[src/rtl/snake_pkg.sv]
// Shared encodings for the snake game: headings, PS/2 scan codes and the receive FSM states.
// The collision logic imports the same direction encoding.
package snake_pkg;

  typedef enum logic [1:0] {
    DirUp    = 2'b00,
    DirDown  = 2'b01,
    DirLeft  = 2'b10,
    DirRight = 2'b11
  } dir_e;

  typedef enum logic [1:0] {
    StIdle  = 2'b00,
    StShift = 2'b01,
    StCheck = 2'b10
  } rx_state_e;

  // Prefix bytes
  localparam logic [7:0] ScanExt   = 8'hE0;
  localparam logic [7:0] ScanBrk   = 8'hF0;
  localparam logic [7:0] ScanEnter = 8'h5A;

  // Arrow keys (valid only after ScanExt)
  localparam logic [7:0] ScanArrowUp    = 8'h75;
  localparam logic [7:0] ScanArrowDown  = 8'h72;
  localparam logic [7:0] ScanArrowLeft  = 8'h6B;
  localparam logic [7:0] ScanArrowRight = 8'h74;

  // WASD keys (valid only without ScanExt)
  localparam logic [7:0] ScanW = 8'h1D;
  localparam logic [7:0] ScanS = 8'h1B;
  localparam logic [7:0] ScanA = 8'h1C;
  localparam logic [7:0] ScanD = 8'h23;

  // Up<->down and left<->right differ only in the low bit.
  function automatic dir_e dir_reverse(input dir_e dir);
    return dir_e'({dir[1], ~dir[0]});
  endfunction

endpackage

[src/rtl/ps2_rx.sv]
// PS/2 frame receiver: synchronizes the raw clock/data, frames 11-bit words and
// flags parity, start, stop and inter-edge timeout errors.
module ps2_rx
  import snake_pkg::*;
#(
  parameter int unsigned TIMEOUT_CYCLES = 50000,
  parameter int unsigned SYNC_STAGES    = 2
) (
  input  logic       clk,
  input  logic       rst_n,
  input  logic       kb_clk,
  input  logic       kb_data,
  output logic [7:0] data_byte,
  output logic       byte_valid,
  output logic       err
);

  localparam int unsigned TmoWidth = (TIMEOUT_CYCLES > 2) ? $clog2(TIMEOUT_CYCLES) : 1;
  localparam logic [TmoWidth-1:0] TmoLast = TmoWidth'(TIMEOUT_CYCLES - 1);

  logic [SYNC_STAGES-1:0] clk_sync_q;
  logic [SYNC_STAGES-1:0] data_sync_q;
  logic                   clk_prev_q;
  logic                   clk_s;
  logic                   data_s;
  logic                   fall;

  rx_state_e              state_q, state_d;
  logic [3:0]             bit_cnt_q, bit_cnt_d;
  logic [9:0]             shift_q, shift_d;
  logic [TmoWidth-1:0]    tmo_q, tmo_d;
  logic                   frame_ok;

  // Sync flops reset to the PS/2 idle level so reset release never looks like an edge.
  always_ff @(posedge clk or negedge rst_n) begin
    if (!rst_n) begin
      clk_sync_q  <= '1;
      data_sync_q <= '1;
      clk_prev_q  <= 1'b1;
    end else begin
      clk_sync_q  <= {clk_sync_q[SYNC_STAGES-2:0], kb_clk};
      data_sync_q <= {data_sync_q[SYNC_STAGES-2:0], kb_data};
      clk_prev_q  <= clk_sync_q[SYNC_STAGES-1];
    end
  end

  assign clk_s  = clk_sync_q[SYNC_STAGES-1];
  assign data_s = data_sync_q[SYNC_STAGES-1];
  assign fall   = clk_prev_q & ~clk_s;

  always_ff @(posedge clk or negedge rst_n) begin
    if (!rst_n) begin
      state_q   <= StIdle;
      bit_cnt_q <= '0;
      shift_q   <= '0;
      tmo_q     <= '0;
    end else begin
      state_q   <= state_d;
      bit_cnt_q <= bit_cnt_d;
      shift_q   <= shift_d;
      tmo_q     <= tmo_d;
    end
  end

  // shift_q holds {stop, parity, d7..d0} once ten bits have arrived.
  assign frame_ok  = shift_q[9] & (^shift_q[8:0]);
  assign data_byte = shift_q[7:0];

  always_comb begin
    state_d    = state_q;
    bit_cnt_d  = bit_cnt_q;
    shift_d    = shift_q;
    tmo_d      = tmo_q;
    byte_valid = 1'b0;
    err        = 1'b0;

    unique case (state_q)
      StIdle: begin
        tmo_d = '0;
        if (fall) begin
          if (!data_s) begin
            state_d   = StShift;
            bit_cnt_d = '0;
          end else begin
            err = 1'b1;
          end
        end
      end

      StShift: begin
        if (fall) begin
          tmo_d   = '0;
          shift_d = {data_s, shift_q[9:1]};
          if (bit_cnt_q == 4'd9) begin
            state_d   = StCheck;
            bit_cnt_d = '0;
          end else begin
            bit_cnt_d = bit_cnt_q + 4'd1;
          end
        end else if (tmo_q == TmoLast) begin
          err       = 1'b1;
          tmo_d     = '0;
          bit_cnt_d = '0;
          state_d   = StIdle;
        end else begin
          tmo_d = tmo_q + 1'b1;
        end
      end

      StCheck: begin
        tmo_d      = '0;
        byte_valid = frame_ok;
        err        = ~frame_ok;
        state_d    = StIdle;
        // An edge in this cycle already starts the next frame.
        if (fall) begin
          if (!data_s) begin
            state_d   = StShift;
            bit_cnt_d = '0;
          end else begin
            err = 1'b1;
          end
        end
      end

      default: begin
        state_d = StIdle;
      end
    endcase
  end

endmodule

[src/rtl/kb_direction_decoder.sv]
// Turns PS/2 keyboard scan codes into a snake heading, a start pulse and a frame error pulse.
// Reversing onto the snake's own body is filtered out here.
module kb_direction_decoder
  import snake_pkg::*;
#(
  parameter int unsigned TIMEOUT_CYCLES = 50000,
  parameter int unsigned SYNC_STAGES    = 2
) (
  input  logic       VGA_clk,
  input  logic       reset_n,
  input  logic       KB_clk,
  input  logic       data,
  output logic [1:0] direction,
  output logic       dir_valid,
  output logic       start_key,
  output logic       frame_err
);

  logic [7:0] rx_byte;
  logic       rx_valid;
  logic       rx_err;

  dir_e       dir_q, dir_d;
  logic       dir_valid_q, dir_valid_d;
  logic       start_q, start_d;
  logic       frame_err_q;
  logic       ext_q, ext_d;
  logic       brk_q, brk_d;
  logic       key_hit;
  dir_e       key_dir;
  logic [8:0] key;

  ps2_rx #(
    .TIMEOUT_CYCLES (TIMEOUT_CYCLES),
    .SYNC_STAGES    (SYNC_STAGES)
  ) u_rx (
    .clk        (VGA_clk),
    .rst_n      (reset_n),
    .kb_clk     (KB_clk),
    .kb_data    (data),
    .data_byte  (rx_byte),
    .byte_valid (rx_valid),
    .err        (rx_err)
  );

  always_ff @(posedge VGA_clk or negedge reset_n) begin
    if (!reset_n) begin
      dir_q       <= DirRight;
      dir_valid_q <= 1'b0;
      start_q     <= 1'b0;
      frame_err_q <= 1'b0;
      ext_q       <= 1'b0;
      brk_q       <= 1'b0;
    end else begin
      dir_q       <= dir_d;
      dir_valid_q <= dir_valid_d;
      start_q     <= start_d;
      frame_err_q <= rx_err;
      ext_q       <= ext_d;
      brk_q       <= brk_d;
    end
  end

  assign key = {ext_q, rx_byte};

  always_comb begin
    key_hit = 1'b0;
    key_dir = dir_q;
    case (key)
      {1'b1, ScanArrowUp}:    begin key_hit = 1'b1; key_dir = DirUp;    end
      {1'b1, ScanArrowDown}:  begin key_hit = 1'b1; key_dir = DirDown;  end
      {1'b1, ScanArrowLeft}:  begin key_hit = 1'b1; key_dir = DirLeft;  end
      {1'b1, ScanArrowRight}: begin key_hit = 1'b1; key_dir = DirRight; end
      {1'b0, ScanW}:          begin key_hit = 1'b1; key_dir = DirUp;    end
      {1'b0, ScanS}:          begin key_hit = 1'b1; key_dir = DirDown;  end
      {1'b0, ScanA}:          begin key_hit = 1'b1; key_dir = DirLeft;  end
      {1'b0, ScanD}:          begin key_hit = 1'b1; key_dir = DirRight; end
      default: ;
    endcase
  end

  always_comb begin
    ext_d       = ext_q;
    brk_d       = brk_q;
    dir_d       = dir_q;
    dir_valid_d = 1'b0;
    start_d     = 1'b0;

    if (rx_valid) begin
      if (rx_byte == ScanExt) begin
        ext_d = 1'b1;
      end else if (rx_byte == ScanBrk) begin
        brk_d = 1'b1;
      end else begin
        ext_d = 1'b0;
        brk_d = 1'b0;
        if (!brk_q) begin
          if (!ext_q && rx_byte == ScanEnter) begin
            start_d = 1'b1;
          end
          if (key_hit && key_dir != dir_q && key_dir != dir_reverse(dir_q)) begin
            dir_d       = key_dir;
            dir_valid_d = 1'b1;
          end
        end
      end
    end
  end

  assign direction = dir_q;
  assign dir_valid = dir_valid_q;
  assign start_key = start_q;
  assign frame_err = frame_err_q;

endmodule

[config.mk]
export PLATFORM = sky130hd
export DESIGN_NAME = kb_direction_decoder
export DESIGN_NICKNAME = d
export VERILOG_FILES = /design/src/rtl/snake_pkg.sv /design/src/rtl/ps2_rx.sv /design/src/rtl/kb_direction_decoder.sv
export SDC_FILE = /design/constraint.sdc
export NUM_CORES = 1
export LEC_CHECK = 0
export ABC_CLOCK_PERIOD_IN_PS = 5550
export CORE_MARGIN = 3
export CORE_UTILIZATION = 55
export DETAILED_ROUTE_END_ITERATION = 7
export HOLD_SLACK_MARGIN = 0.1
export PLACE_DENSITY = 0.76
export SKIP_CTS_REPAIR_TIMING = 1
export SLEW_MARGIN = 20
export SYNTH_ARGS = -nofsm -noshare
export SYNTH_HDL_FRONTEND = slang
export SYNTH_HIERARCHICAL = 1
export SYNTH_SLANG_ARGS = --single-unit
export TNS_END_PERCENT = 20
[constraint.sdc]
create_clock -name VGA_clk -period 5.55 [get_ports VGA_clk]
set_input_delay 0.555 -clock VGA_clk [delete_from_list [all_inputs] [get_ports VGA_clk]]
set_output_delay 0.555 -clock VGA_clk [all_outputs]
set_load 0.05 [all_outputs]
# Word level (Yosys, flattened, before mapping)
# Cells that the tools add are included.
# W data, S select, Z words.
# word_totals
ff_bits	44
latch_bits	0
ram_bits	0
romBits	0
output_inout_bits	5
elab_cells	106
mem_count	0
# op_classes
n_addsub	2
mul	0
div_mod_pow	0
order_cmp	0
n_eq_ne	24
shift	0
n_mux	40
n_bitwise	8
n_reduce_logical	19
# ops
cell	count
$eq A9 B9 Y1 const B	4
$mux W16	2
$pmux W16 S2	1
$eq A9 B5 Y1 const B	3
$mux W1	22
$mux W4	5
$add A16 B1 Y16 const B	1
$eq A16 B16 Y1 const B	1
$eq A8 B8 Y1 const B	2
$mux W2	6
$reduce_or A2 Y1	5
$eq A9 B6 Y1 const B	1
$reduce_xor A9 Y1	1
$eq A8 B7 Y1 const B	1
$pmux W2 S4	1
$pmux W4 S2	1
$reduce_and A4 Y1	2
$reduce_or A8 Y1	1
$ne A2 B2 Y1 const B	3
$not A1 Y1	6
$pmux W2 S3	1
$reduce_and A2 Y1	3
$reduce_and A5 Y1	1
$add A4 B1 Y4 const B	1
other kinds (13)	18

# Depth between registers and ports, before layout
# depth
depth_word	11
mapped_depth	10
mapped_depth_nobuf	10

# By module
# Netlist, hierarchy kept.
# modules_own_cells
mod	n_inst	cells_per_inst	area_each_um2	seq_area_each_um2
ps2_rx	1	190	1906.8	932.1
kb_direction_decoder	1	46	449.2	177.7

# Least setup slack after synthesis
# No wires, ideal clock.
# synth_timing
kind	flip-flop to flip-flop
startpoint	reg u_rx.shift_q[2]
endpoint	reg dir_valid_q, in the netlist dir_valid
setup_time_ns	0.077
arrival_time_ns	2.229
required_ns	5.473
slack_ns	3.244
path_stages_with_launch	11
path_buffers	0
period_less_slack_ns	2.306
cell_sequence	dfrtp_1 xor2_1 xnor3_1 xnor2_1 and2_1 nor3b_1 inv_1 a31oi_1 nand2b_1 a31o_2 a21oi_1
# synth_rtl
item	line	rtl
from (decl)	ps2_rx.sv:30	logic [9:0] shift_q, shift_d;
from (signal assigned)	ps2_rx.sv:60	shift_q <= shift_d;
$reduce_xor A9 Y1	ps2_rx.sv:66	assign frame_ok = shift_q[9] & (^shift_q[8:0]);
$and A1 B1 Y1	ps2_rx.sv:66	
$mux W1	ps2_rx.sv:77	unique case (state_q)
net rx_valid	kb_direction_decoder.sv:20	logic rx_valid;
$mux W1	kb_direction_decoder.sv:89	if (rx_valid) begin
net dir_valid_d	kb_direction_decoder.sv:24	logic dir_valid_q, dir_valid_d;
to (signal assigned)	kb_direction_decoder.sv:56	dir_valid_q <= dir_valid_d;
to (decl)	kb_direction_decoder.sv:24	
# The timed path passes the listed nets, and every way through them passes these cells.
# A chain may end at the register's enable or synchronous reset.

# Worst setup path in the final report
# layout_timing
startpoint	reg u_rx.shift_q[5]
endpoint	reg dir_valid_q, in the netlist dir_valid
# The elaborated chain is that of the path after synthesis.

==> summary.md <==
| Metric | Value |
|---|---|
| Top cell type's share of synthesized area | `0.393` |
| Post-DR wirelength/cell | `14.0 um` |
| Synth Cell Area | `2360 um2` |
| Initial antenna violation count | `0` |
| Core area | `4060 um2` |
| Post-synthesis register bit count | `44` |
| Root buf cell | `clkbuf_8` |
| Reg-to-Reg End | `dir_valid` |
| Placed cells | `281` |
| Status | `complete, no violations` |
| WP buf/inv | `1` |
| Yosys cell types | `51` |
| Largest net degree at the start of global routing | `45` |
| Warnings, synthesis | `6` |
| Initial DRC Count | `78` |
| Final worst path period share | `0.476` |
| Clock sinks | `44` |
| Congestion Overflow GR | `0` |
| CTS tree | `built` |
| Lkg Pwr | `1.05 nW` |
| Worst R2R Path Depth | `10` |
| Area of the multi-input gates | `1110 um2` |
| Placed cell areas | `2410 um2` |
| Starting Density | `0.581` |
| Slew @ Worst Pin | `0.925 ns` |
| Chip Height | `71.5 um` |
| GR Util All Layers | `0.176` |
| Hold depth | `0` |
| # fillers | `341` |
| Final min period | `2.64 ns` |
| Clk buf depth | `2` |
| Drt first pass iters | `4` |
| DRC | `0` |
| Final cell count without fillers | `289` |
| Syn_nets | `243` |
| Die Area | `5110 um2` |
| Worst setup EP type | `flip-flop` |
| Critical-path cell list | `xor2_1 > xnor3_1 > xnor2_1 > and2_1 > nor3b_1 > inv_1 > a31oi_1 > nand2b_1 > a31o_2 > a21oi_1` |
| First-pass GRT wire length | `7100 um` |
| PortBufs | `8` |
| Total power draw | `0.979 mW` |
| Max incr delay on CP | `0.49 ns` |
| Clock skew | `0.00680 ns` |
| CTS Buf Count | `5` |
| # diodes | `0` |
| CP Launch Type | `flip-flop` |
| Worst Path Required | `5.78 ns` |
| Area Growth Syn to Fin | `7.54%` |
| Cell taking the most area after synthesis | `dfrtp_1` |
| Synth Instances | `236` |
| Share of layout cells above drive strength 1 | `0.142` |
| Final ANT Viol Nets | `0` |
| Max-slew headroom at the worst pin | `0.383` |
| Max Freq | `0.379 GHz` |
| Synth Area per Inst | `9.98 um2` |
| Clk slew on worst S/H paths | `0.08 ns` |
| Main flop type after synthesis | `dfrtp_1` |
| Die Width | `71.5 um` |
| Sum of negative setup slack | `0 ns` |
| Commonest cells post-synth | `dfrtp_1, nand2_1, o21ai_0` |
| Fin. Hold Viols | `0` |
| Max FO, Critical Path | `8` |
| VDD IR max | `0.000272 V` |
| FP Rows | `23` |
| Routed WL | `4060 um` |
| Hold endpoint | `u_rx/clk_sync_q[1]` |
| Storage cell area | `1110 um2` |
| Worst min path class | `flip-flop to flip-flop` |
| Max_cap viols | `0` |
| Post-synth EDFFs | `0` |
| Unrepaired setup endpoints after global routing | `false` |
| H-tree Lvls | `2` |
| Clock Latency Late Sink | `0.30 ns` |
| Min-delay src | `u_rx/clk_sync_q[0]` |
| Reg2Reg Launch Point | `u_rx/shift_q[5]` |
| Slowest CP cell | `dfrtp_1` |
| Vias per cell | `5.95` |
| Vias in the first global route | `1550` |
| Top-count cell post-synth | `dfrtp_1` |
| Crit path launch | `u_rx/shift_q[5]` |
| Synth area leaders | `dfrtp_1, dfstp_2, mux2_2` |
| Fraction of registers with async set/reset | `1.00` |
| Io pins | `9` |
| Vias | `1719` |
| Slew Limit Fails | `0` |
| Crit path max-delay family | `XOR/XNOR gates` |
| Seq/Total Area, Yosys | `0.471` |
| Internal reg-to-reg setup slack | `2.91 ns` |
| HPWL Detailed | `2750 um` |
| Final Cell Area | `2530 um2` |
| Crit Path Class | `flip-flop to flip-flop` |
| Arrival @ worst endpoint | `2.87 ns` |
| Setup violators final | `0` |
| Routability cong. | `0.779` |
| Layout Nets | `245` |
| Pwr per Cell Area | `386 nW/um2` |
-- cells in the final DEF, fill, tap and decap left out, types with 3 or more instances in the layout --
| cell type | n |
|---|---|
| dfrtp_1 | 37 |
| nand2_1 | 21 |
| o21ai_0 | 18 |
| nor2_1 | 11 |
| inv_1 | 11 |
| a21oi_1 | 11 |
| mux2_2 | 11 |
| nand3_1 | 9 |
| nor3_1 | 7 |
| dfstp_2 | 7 |
| clkdlybuf4s50_1 | 7 |
| a31oi_1 | 6 |
| nand4_1 | 6 |
| clkbuf_8 | 6 |
| and3_1 | 5 |
| xnor2_1 | 5 |
| or3_1 | 5 |
| nand2b_1 | 3 |
| and2_1 | 3 |
| nor2b_1 | 3 |
| o211ai_1 | 3 |
| o31ai_1 | 3 |
| ha_1 | 3 |
-- per-stage QoR --
step	utilization	worst slack [ns]	hold slack, ns
after floorplan	-	3.24	0.259
after global placement	0.595	3.03	0.346
after detailed placement	0.595	2.93	0.347
after CTS	0.624	2.92	0.359
after global routing	0.624	2.60	0.363
final	0.624	2.91	0.357
-- power breakdown --
group | switching (mW) | leakage, nW | internal (mW) | total [mW]
combinational | 0.133 | 0.409 | 0.150 | 0.283
clock | 0.108 | 0.0614 | 0.147 | 0.255
sequential | 0.0726 | 0.576 | 0.369 | 0.441
total | 0.314 | 1.05 | 0.665 | 0.979
-- worst max path at each step --
stage	cells after the start	endpoint
global route	10	dir_valid
floorplan	10	dir_valid
global placement	10	dir_valid
finish	10	dir_valid
CTS	10	dir_valid
detailed placement	10	dir_valid
-- area by class of cell --
| class | instances | share of cell area |
|---|---|---|
| flip-flops and latches | 44 | 0.438 |
| multi-input cells | 167 | 0.437 |
| repair buffers | 8 | 0.0296 |
| clock inverters | 2 | 0.0153 |
| inverters | 12 | 0.0232 |
| clock buffers | 6 | 0.0326 |
| well taps | 50 | 0.0247 |
-- cells by family (layout without fill, tap and decap cells) --
kind of cell | count (synthesis) | in the layout | synth area share
AND/OR/NAND/NOR | 91 | 91 | 0.225
AO/OA/AOI/OAI | 54 | 54 | 0.140
flip-flops | 44 | 44 | 0.471
buffers and inverters | 25 | 28 | 0.0595
multiplexers | 12 | 12 | 0.0568
XOR/XNOR | 7 | 7 | 0.0319
adder cells (fa/ha/maj) | 3 | 3 | 0.0159
-- registers in the layout, indices dropped and copies added, names as in the netlist --
name and flops:
u_rx/tmo_q 16, u_rx/shift_q 10, u_rx/bit_cnt_q 4, direction 2, u_rx/clk_sync_q 2, u_rx/data_sync_q 2
u_rx/state_q 2, brk_q 1, dir_valid 1, ext_q 1, frame_err 1, start_key 1
u_rx/clk_prev_q 1
-- routing by layer --
metal  GRT usage  wire (um)  up-vias
li1            -          -      862
met1       0.242       2050      826
met2       0.258       1830       25
met3      0.0561        127        6
met4      0.0752         59        0
met5           0          0        -
-- worst reg2reg max path, delay by kind of cell, from the launching register on --
family | cells | cell delay [ns]
AND/OR/NAND/NOR | 3 | 0.66
AO/OA/AOI/OAI | 3 | 0.59
flip-flops | 1 | 0.49
XOR/XNOR | 3 | 0.75
buffers and inverters | 1 | 0.08
(Power assumes the default switching activity.)
